--- src/rtl/i2s_sample_tx_pkg.sv ---
// Shared audio definitions for the I2S sample transmitter.
// Includes the sample type, the channel codes and the frame-word packing.
package i2s_sample_tx_pkg;

    localparam int SAMPLE_W     = 12;
    localparam int MAX_SAMPLE_W = 32;
    localparam int MAX_FRAME_W  = 128;

    typedef logic signed [SAMPLE_W-1:0] sample_t;

    localparam logic CH_LEFT  = 1'b0;
    localparam logic CH_RIGHT = 1'b1;

    // Frame position p lives at bit (2*slot-1-p), so the word shifts out MSB first.
    function automatic logic [MAX_FRAME_W-1:0] build_frame(
        input logic [MAX_SAMPLE_W-1:0] sample,
        input int                      width,
        input int                      slot
    );
        logic [MAX_FRAME_W-1:0] frame;
        logic [6:0]             left_idx;
        logic [6:0]             right_idx;
        logic [4:0]             src_idx;
        frame = '0;
        for (int i = 0; i < MAX_SAMPLE_W; i++) begin
            left_idx  = 7'(2 * slot - 2 - i);
            right_idx = 7'(slot - 2 - i);
            src_idx   = 5'(width - 1 - i);
            if (i < width) begin
                frame[left_idx]  = sample[src_idx];
                frame[right_idx] = sample[src_idx];
            end else begin
                frame = frame;
            end
        end
        return frame;
    endfunction

endpackage

--- src/rtl/i2s_clk_gen.sv ---
// I2S bit-clock generator: divides clk_i down to SCLK.
// Flags, one cycle ahead of time, the cycle in which SCLK will toggle.
module i2s_clk_gen #(
    parameter int sclk_div_p = 2
) (
    input  logic clk_i,
    input  logic reset_i,
    output logic sclk_o,
    output logic rise_pulse_o,
    output logic fall_pulse_o
);

    localparam int CNT_W = (sclk_div_p > 1) ? $clog2(sclk_div_p) : 1;
    localparam logic [CNT_W-1:0] CNT_LAST = CNT_W'(sclk_div_p - 1);

    logic [CNT_W-1:0] r_cnt;
    logic             r_sclk;
    logic             w_tc;

    assign w_tc         = (r_cnt == CNT_LAST);
    assign rise_pulse_o = w_tc && !r_sclk;
    assign fall_pulse_o = w_tc && r_sclk;
    assign sclk_o       = r_sclk;

    // Half-period counter; SCLK toggles on the terminal count.
    always_ff @(posedge clk_i) begin
        if (reset_i) begin
            r_cnt  <= '0;
            r_sclk <= 1'b0;
        end else if (w_tc) begin
            r_cnt  <= '0;
            r_sclk <= ~r_sclk;
        end else begin
            r_cnt  <= r_cnt + CNT_W'(1);
            r_sclk <= r_sclk;
        end
    end

endmodule

--- src/rtl/i2s_sample_tx.sv ---
// Mono-to-stereo I2S transmitter: accepts one sample per frame over ready/valid.
// The accepted sample is sent MSB first on both slots with the one-bit I2S delay.
module i2s_sample_tx
    import i2s_sample_tx_pkg::*;
#(
    parameter int width_p      = 12,
    parameter int slot_width_p = 16,
    parameter int sclk_div_p   = 2
) (
    input  logic                      clk_i,
    input  logic                      reset_i,
    input  logic signed [width_p-1:0] data_i,
    input  logic                      valid_i,
    output logic                      ready_o,
    output logic                      sclk_o,
    output logic                      lrclk_o,
    output logic                      sdata_o,
    output logic                      underrun_o
);

    localparam int FRAME_W = 2 * slot_width_p;
    localparam int BIT_W   = $clog2(FRAME_W);
    localparam logic [BIT_W-1:0] BIT_LAST  = BIT_W'(FRAME_W - 1);
    localparam logic [BIT_W-1:0] BIT_RIGHT = BIT_W'(slot_width_p);

    generate
        if (slot_width_p <= width_p) begin : g_bad_slot
            $error("slot_width_p must be greater than width_p");
        end
        if (sclk_div_p < 1) begin : g_bad_div
            $error("sclk_div_p must be at least 1");
        end
        if ((width_p > MAX_SAMPLE_W) || (FRAME_W > MAX_FRAME_W)) begin : g_too_wide
            $error("sample or frame wider than the packing helper supports");
        end
    endgenerate

    logic                      w_rise_unused;
    logic                      w_fall;
    logic                      w_frame_start;
    logic                      w_xfer;
    logic [BIT_W-1:0]          w_bit_next;
    logic signed [width_p-1:0] w_src;
    logic [FRAME_W-1:0]        w_frame;

    logic signed [width_p-1:0] r_hold;
    logic                      r_hold_full;
    logic signed [width_p-1:0] r_last;
    logic [BIT_W-1:0]          r_bit;
    logic [FRAME_W-1:0]        r_shift;
    logic                      r_sdata;
    logic                      r_lrclk;
    logic                      r_underrun;

    i2s_clk_gen #(
        .sclk_div_p(sclk_div_p)
    ) u_clk_gen (
        .clk_i       (clk_i),
        .reset_i     (reset_i),
        .sclk_o      (sclk_o),
        .rise_pulse_o(w_rise_unused),
        .fall_pulse_o(w_fall)
    );

    // ready_o depends only on registered state and reset, never on valid_i.
    assign ready_o       = !reset_i && !r_hold_full;
    assign w_xfer        = valid_i && ready_o;
    assign w_frame_start = w_fall && (r_bit == BIT_LAST);
    assign w_bit_next    = (r_bit == BIT_LAST) ? '0 : r_bit + BIT_W'(1);
    assign w_frame       = FRAME_W'(build_frame(MAX_SAMPLE_W'($unsigned(w_src)), width_p, slot_width_p));

    assign lrclk_o    = r_lrclk;
    assign sdata_o    = r_sdata;
    assign underrun_o = r_underrun;

    // Sample chosen for a new frame: held sample, else same-cycle bypass, else repeat.
    always_comb begin
        w_src = r_last;
        if (r_hold_full) begin
            w_src = r_hold;
        end else if (valid_i) begin
            w_src = data_i;
        end else begin
            w_src = r_last;
        end
    end

    // One-entry holding register, last-sample memory and underrun flag.
    always_ff @(posedge clk_i) begin
        if (reset_i) begin
            r_hold      <= '0;
            r_hold_full <= 1'b0;
            r_last      <= '0;
            r_underrun  <= 1'b0;
        end else if (w_frame_start) begin
            r_last      <= w_src;
            r_hold_full <= 1'b0;
            r_underrun  <= !r_hold_full && !valid_i;
        end else if (w_xfer) begin
            r_hold      <= data_i;
            r_hold_full <= 1'b1;
            r_underrun  <= 1'b0;
        end else begin
            r_underrun  <= 1'b0;
        end
    end

    // Frame serialiser, advanced on each SCLK falling edge.
    always_ff @(posedge clk_i) begin
        if (reset_i) begin
            r_bit   <= BIT_LAST;
            r_shift <= '0;
            r_sdata <= 1'b0;
            r_lrclk <= CH_LEFT;
        end else if (w_fall) begin
            r_bit   <= w_bit_next;
            r_lrclk <= (w_bit_next >= BIT_RIGHT) ? CH_RIGHT : CH_LEFT;
            if (w_frame_start) begin
                r_shift <= {w_frame[FRAME_W-2:0], 1'b0};
                r_sdata <= w_frame[FRAME_W-1];
            end else begin
                r_shift <= {r_shift[FRAME_W-2:0], 1'b0};
                r_sdata <= r_shift[FRAME_W-1];
            end
        end else begin
            r_bit   <= r_bit;
            r_shift <= r_shift;
            r_sdata <= r_sdata;
            r_lrclk <= r_lrclk;
        end
    end

endmodule

--- config.mk ---
export PLATFORM = sky130hd
export DESIGN_NAME = i2s_sample_tx
export DESIGN_NICKNAME = d
export VERILOG_FILES = /design/src/rtl/i2s_sample_tx_pkg.sv /design/src/rtl/i2s_clk_gen.sv /design/src/rtl/i2s_sample_tx.sv
export SDC_FILE = /design/constraint.sdc
export NUM_CORES = 1
export LEC_CHECK = 0
export CAP_MARGIN = 20
export CORE_UTILIZATION = 61
export CTS_BUF_LIST = sky130_fd_sc_hd__clkbuf_8
export CTS_CLUSTER_DIAMETER = 150
export DETAILED_ROUTE_END_ITERATION = 7
export MAX_ROUTING_LAYER = met4
export PLACE_DENSITY_LB_ADDON = 0.2
export SLEW_MARGIN = 20
export SYNTH_ARGS = -nofsm -noshare
export SYNTH_HDL_FRONTEND = slang
export SYNTH_SLANG_ARGS = --single-unit
--- constraint.sdc ---
create_clock -name clk_i -period 2.2 [get_ports clk_i]
set_input_delay 0.22 -clock clk_i [delete_from_list [all_inputs] [get_ports clk_i]]
set_output_delay 0.22 -clock clk_i [all_outputs]
set_load 0.1 [all_outputs]
==> results of run 1 <==
==> metal layers <==
metal,up-vias,global-route usage [%],share of wire [%]
li1,1056,-,-
met1,1025,27.6,45
met2,27,40.4,50
met3,6,8.64,3.5
met4,0,9.62,1.4
met5,-,-,0
==> area by class of cell <==
class                      count  area (µm²)
clock buffer                  12         165
clock inverter                 1        5.00
fill                         386        1330
multi-input combinational    204        1680
sequential                    63        1260
tap                           67        83.8
timing repair buffer          30         293
==> kinds of logic (layout without fill, tap and decap cells) <==
logic type | Yosys count | count (layout) | share of synthesized area (%)
fa+ha+maj | 2 | 2 | 0.804
xor+xnor | 1 | 1 | 0.282
mux | 24 | 24 | 10.7
compound gates | 60 | 60 | 22.6
simple gates | 117 | 117 | 19.6
buf+inv | 23 | 43 | 5.47
flops | 63 | 63 | 40.5
==> metrics by stage <==
stage | util, % | hold WS [ns] | power, mW | instances
global placement | 68.9 | 0.442 | 1.70 | 364
global route | 72.5 | 0.414 | 2.68 | 377
floorplan | - | 0.363 | 1.61 | 290
finish | 72.5 | 0.411 | 2.56 | 377
CTS | 72.5 | 0.406 | 2.59 | 377
detailed placement | 68.9 | 0.445 | 1.70 | 364
==> path summary, 6_finish.rpt <==
kind	from	end	slack, ns	cells past startpoint
setup / recovery	r_bit[0]	r_shift[20]	0.21	6
hold / removal	reset_i	r_hold[2]	0.41	4
setup reg to reg	r_bit[0]	r_shift[20]	0.21	6
hold reg to reg	r_shift[16]	r_shift[17]	0.46	2
==> report_power, final <==
part	leakage, nW	total [mW]	internal, mW	switching, mW
Sequential	0.513	1.24	1.20	0.0362
Combinational	0.588	0.442	0.203	0.239
Clock	0.0902	0.885	0.480	0.405
==> critical path, cell delays in order (launching register included) <==
cell and delay [ns]:
sky130_fd_sc_hd__dfxtp_1 0.39, sky130_fd_sc_hd__ha_1 0.21, sky130_fd_sc_hd__and3_1 0.17, sky130_fd_sc_hd__ha_1 0.20
sky130_fd_sc_hd__and3_4 0.43, sky130_fd_sc_hd__o211ai_1 0.20, sky130_fd_sc_hd__a311oi_1 0.31
==> registers in the layout, indices dropped and copies added (netlist names) <==
register	count
r_hold	12
r_shift	28
u_clk_gen.r_cnt	1
r_hold_full	1
lrclk_o	1
r_last	12
u_clk_gen.sclk_o	1
r_bit	5
underrun_o	1
sdata_o	1
==> cells in the final DEF (no fill, tap or decap), drive strengths merged, types with 2 or more instances in the layout <==
cell	n
o21ai	2
clkbuf	12
and3	2
nor2b	12
o211ai	12
a311oi	23
mux2	24
a211o	2
nand3	3
nor2	28
nand2	29
or2b	7
a21oi	20
nand3b	2
clkdlybuf4s50	13
ha	2
dfxtp	63
nand2b	29
buf	17
==> flow_summary.toml, run 1 <==
[final_layout]
finalInstanceArea_um2 = 3490
final_net_count = 325
antenna-diode-count = 0
area_growth_synth_to_finish_pct = 12.2
drive_above_1_share_pct = 28.7

[sta]
timing_hold_violations_final = 0
max_slew.worst_pin.slew_ns = 0.695
post-route-min-period_ns = 1.99
max_slew_margin_pct = 53.7
final.setup_skew_ns = 0.00509
final.period_utilization_pct = 90.6
max_freq_mhz = 501
setup_repair_after_global_routing_missed_its_margin = "false"
totalNegativeSetupSlack_ns = 0
final-setup-viol-count = 0
fin_max_slew_vios = 0
post-route-worst-setup-slack_ns = 0.206

[power]
leakage_nw = 1.19
power.ir.vdd_worst_mv = 0.448
power.density_cell_area_nw_per_um2 = 734

[synthesis]
syn-cell-area_um2 = 3110
ys_warn_count = 0
yosysSeqAreaShare_pct = 40.5
async_reset_ff_share_pct = 0
netlist.area_leader.share_pct = 40.5
synth_cell_types = 34
post_synth.cell_area_avg_um2 = 10.7
postSynthNetCount = 307
synth_largest_area_cell = "sky130_fd_sc_hd__dfxtp_1"
post-synth-top-count-cell = "sky130_fd_sc_hd__dfxtp_1"
synth_top_cells_by_count = "sky130_fd_sc_hd__dfxtp_1 (63), sky130_fd_sc_hd__nand2_1 (29), sky130_fd_sc_hd__nand2b_1 (29)"
number_of_synthesized_flops_with_an_enable_pin = 0
postSynthCellCount = 290
synth-seq-cells = 63
ys_dominant_reg_cell = "sky130_fd_sc_hd__dfxtp_1"
yosys-top-cells-area = "sky130_fd_sc_hd__dfxtp_1 (41%), sky130_fd_sc_hd__a311oi_2 (9.7%), sky130_fd_sc_hd__mux2_4 (8.2%), sky130_fd_sc_hd__o211ai_4 (7.5%), sky130_fd_sc_hd__nand2b_1 (5.8%)"

[grt]
track_usage_pct = 24.7
grt_antenna_before_repair = 0
grt_pass1_wl_um = 9480
grt-ovfl-total = 0
grt_start_max_net_pins = 59
grt_pass1_vias = 2012

[cts]
post_cts.resized_instances = 0
clkTransAtPathRegs_ns = 0.06
cts.sink_count = 63
numCtsBuffers = 9
clk_latency_ns = 0.33
cts_setup_buffers = 0
clockRootBuffer = "sky130_fd_sc_hd__clkbuf_8"
cts.htree.levels = 3
tritoncts = "built"
cts_hold_buffers = 0
cts_buffer_depth = 2

[worst_setup_path]
path_max_fanout = 12
cp-end-kind = "register"
critical_path.startpoint_type = "register"
timing.setup.critical_path_class = "register to register"
cp.arrival_ns = 2.23
worstPathRequired_ns = 2.44

[detailed_routing]
detail-route-antenna-nets = 0
wl_per_cell_um = 15.4
drt_drc_violations_left = 0
dr.pass1.iters = 4
drt_iter0_drc = 116
routed_via_density = 5.61
wl_um = 5790
num_vias = 2114

[status]
run_status = "finished clean"

[die]
num_io_pins = 20
core_area_um2 = 4820
floorplan.initialDensity_pct = 64.6
fp.dieW_um = 73.4
placement_rows = 25
die_height_um = 73.4
die_area_um2 = 5390

[job]
maxCapViolations = 0

[placement]
port_buffers = 19
place_ws_ns = 0.238
place_congestion = 0.711
hpwl_um = 3840
placed_cell_area_um2 = 3320

[hold_path]
hold_class = "input port to register"
No activity file was read; power rests on OpenSTA's default activity.
==> inputs of run 2 (changes only) <==
--- a/config.mk
+++ b/config.mk
@@ -11,7 +11,7 @@
 export CTS_CLUSTER_DIAMETER = 150
 export DETAILED_ROUTE_END_ITERATION = 7
 export MAX_ROUTING_LAYER = met4
-export PLACE_DENSITY_LB_ADDON = 0.2
+export PLACE_DENSITY_LB_ADDON = 0.25
 export SLEW_MARGIN = 20
 export SYNTH_ARGS = -nofsm -noshare
 export SYNTH_HDL_FRONTEND = slang
==> flow_summary.toml, run 2 (synthesis results as in run 1) <==
[status]
run_status = "finished clean"

[final_layout]
stdcell_count = 378
largest_reg_flops = 28
area_growth_synth_to_finish_pct = 13.0
layout_common_cells = "sky130_fd_sc_hd__dfxtp_1 (63), sky130_fd_sc_hd__nand2b_1 (29), sky130_fd_sc_hd__nand2_1 (29)"
drive_above_1_share_pct = 28.6
final_common_cell = "sky130_fd_sc_hd__dfxtp_1"
antenna-diode-count = 0
largest-register = "r_shift"
postLayoutCoreUtil_pct = 73.0
leading_registers_by_flop_count = "r_shift: 28 flops, r_hold: 12 flops, r_last: 12 flops"
nFillCells = 371
final_net_count = 323

[die]
die_height_um = 73.4
num_io_pins = 20
core_area_um2 = 4820
fp.dieW_um = 73.4
placement_rows = 25
die_area_um2 = 5390
floorplan.initialDensity_pct = 64.6

[worst_setup_path]
critical_path.top_delay_family = "simple AND/OR/NAND/NOR gates"
r2r_cells = 6
cp-end-kind = "register"
max_stage_delay_ns = 0.43
critical_path.startpoint = "r_bit[0]"
worstSetupPathDepth = 6
critical_path.startpoint_type = "register"
critical-path-top-cell-by-count = "sky130_fd_sc_hd__ha_1"
worstPathCellList = "ha_1, and3_1, ha_1, and3_4, o211ai_1, a311oi_1"
worstPathRequired_ns = 2.46
path_max_fanout = 12
setup.reg_to_reg.worst_slack_ns = 0.26
cp.buffers_inverters = 0
crit-reg2reg-launch = "r_bit[0]"
slowest_stage_cell_crit_path = "sky130_fd_sc_hd__and3_4"
cp.arrival_ns = 2.20
timing.setup.critical_path_class = "register to register"
regToRegEndpoint = "r_shift[20]"
setup.worst_path.end = "r_shift[20]"

[placement]
place_congestion = 0.750
hpwl_um = 3600
place_ws_ns = 0.290
numPlacedInstances = 362
port_buffers = 19

[sta]
totalNegativeSetupSlack_ns = 0
max_slew_margin_pct = 64.8
max_slew.worst_pin.slew_ns = 0.527
timing_hold_violations_final = 0
setup_repair_after_global_routing_missed_its_margin = "false"
max_freq_mhz = 515
final.period_utilization_pct = 88.2
post-route-min-period_ns = 1.94
final-setup-viol-count = 0
post-route-worst-setup-slack_ns = 0.259
fin_max_slew_vios = 0
final.setup_skew_ns = 0.00985

[cts]
clk_latency_ns = 0.34
cts.htree.levels = 3
numCtsBuffers = 9
clkTransAtPathRegs_ns = 0.07
cts.sink_count = 63
clockRootBuffer = "sky130_fd_sc_hd__clkbuf_8"
post_cts.resized_instances = 0
cts_buffer_depth = 2
tritoncts = "built"
cts_hold_buffers = 0
cts_setup_buffers = 0

[detailed_routing]
wl_per_cell_um = 15.1
drt_iter0_drc = 92
routed_via_density = 5.52
drt_drc_violations_left = 0
wl_um = 5710
dr.pass1.iters = 6
detail-route-antenna-nets = 0
num_vias = 2087

[grt]
grt-ovfl-total = 0
grt_pass1_wl_um = 9340
grt_antenna_before_repair = 0
track_usage_pct = 24.0
grt_pass1_vias = 2062
grt_start_max_net_pins = 47

[power]
leakage_nw = 1.20
power.ir.vdd_worst_mv = 0.514
power.density_cell_area_nw_per_um2 = 792

[hold_path]
hold_class = "register to register"

[job]
maxCapViolations = 0
## run 2: cell type report
| class | count | area, µm² | share of cell area [%] |
|---|---|---|---|
| clock inverter | 6 | 85.1 | 2.42 |
| sequential | 63 | 1260 | 35.9 |
| clock buffer | 10 | 138 | 3.91 |
| timing repair buffer | 28 | 265 | 7.54 |
| multi-input combinational | 204 | 1680 | 47.9 |
| tap | 67 | 83.8 | 2.38 |
## run 2: stage by stage
step / power (mW) / hold WS, ns / instance area [µm²]
2_1_floorplan: 1.61 / 0.363 / 3110
3_3_place_gp: 1.69 / 0.441 / 3290
3_5_place_dp: 1.70 / 0.445 / 3290
4_1_cts: 2.81 / 0.454 / 3520
5_1_grt: 2.90 / 0.474 / 3520
6_report: 2.79 / 0.454 / 3520
## run 2: where the power goes
group	internal, mW	switching [mW]	leakage [nW]
Clock	0.664	0.449	0.114
Combinational	0.197	0.240	0.572
Sequential	1.20	0.0347	0.513
Total	2.06	0.724	1.20
## run 2: how the worst min path moves through the flow
| stage | to | start | cells after the start |
|---|---|---|---|
| finish | r_last[7] | r_last[7] | 2 |
| global route | r_last[3] | r_last[3] | 2 |
| CTS | r_last[7] | r_last[7] | 2 |
| detailed placement | r_last[7] | r_last[7] | 2 |
| global placement | r_last[5] | r_last[5] | 2 |
| floorplan | r_hold[10] | data_i[10] | 1 |
## run 2: layer usage
metal | track usage (%) | vias to the layer above | share of wire (%)
li1 | - | 1057 | -
met1 | 26.5 | 1000 | 45
met2 | 40.5 | 24 | 50
met3 | 7.00 | 6 | 2.7
met4 | 10.3 | 0 | 1.6
met5 | - | - | 0
## run 2: tightest hold or removal path, delay by kind of cell, from the launching register on
kind / cells / cell delay [ns]
simple gates: 1 / 0.05
compound gates: 1 / 0.05
flops: 1 / 0.31
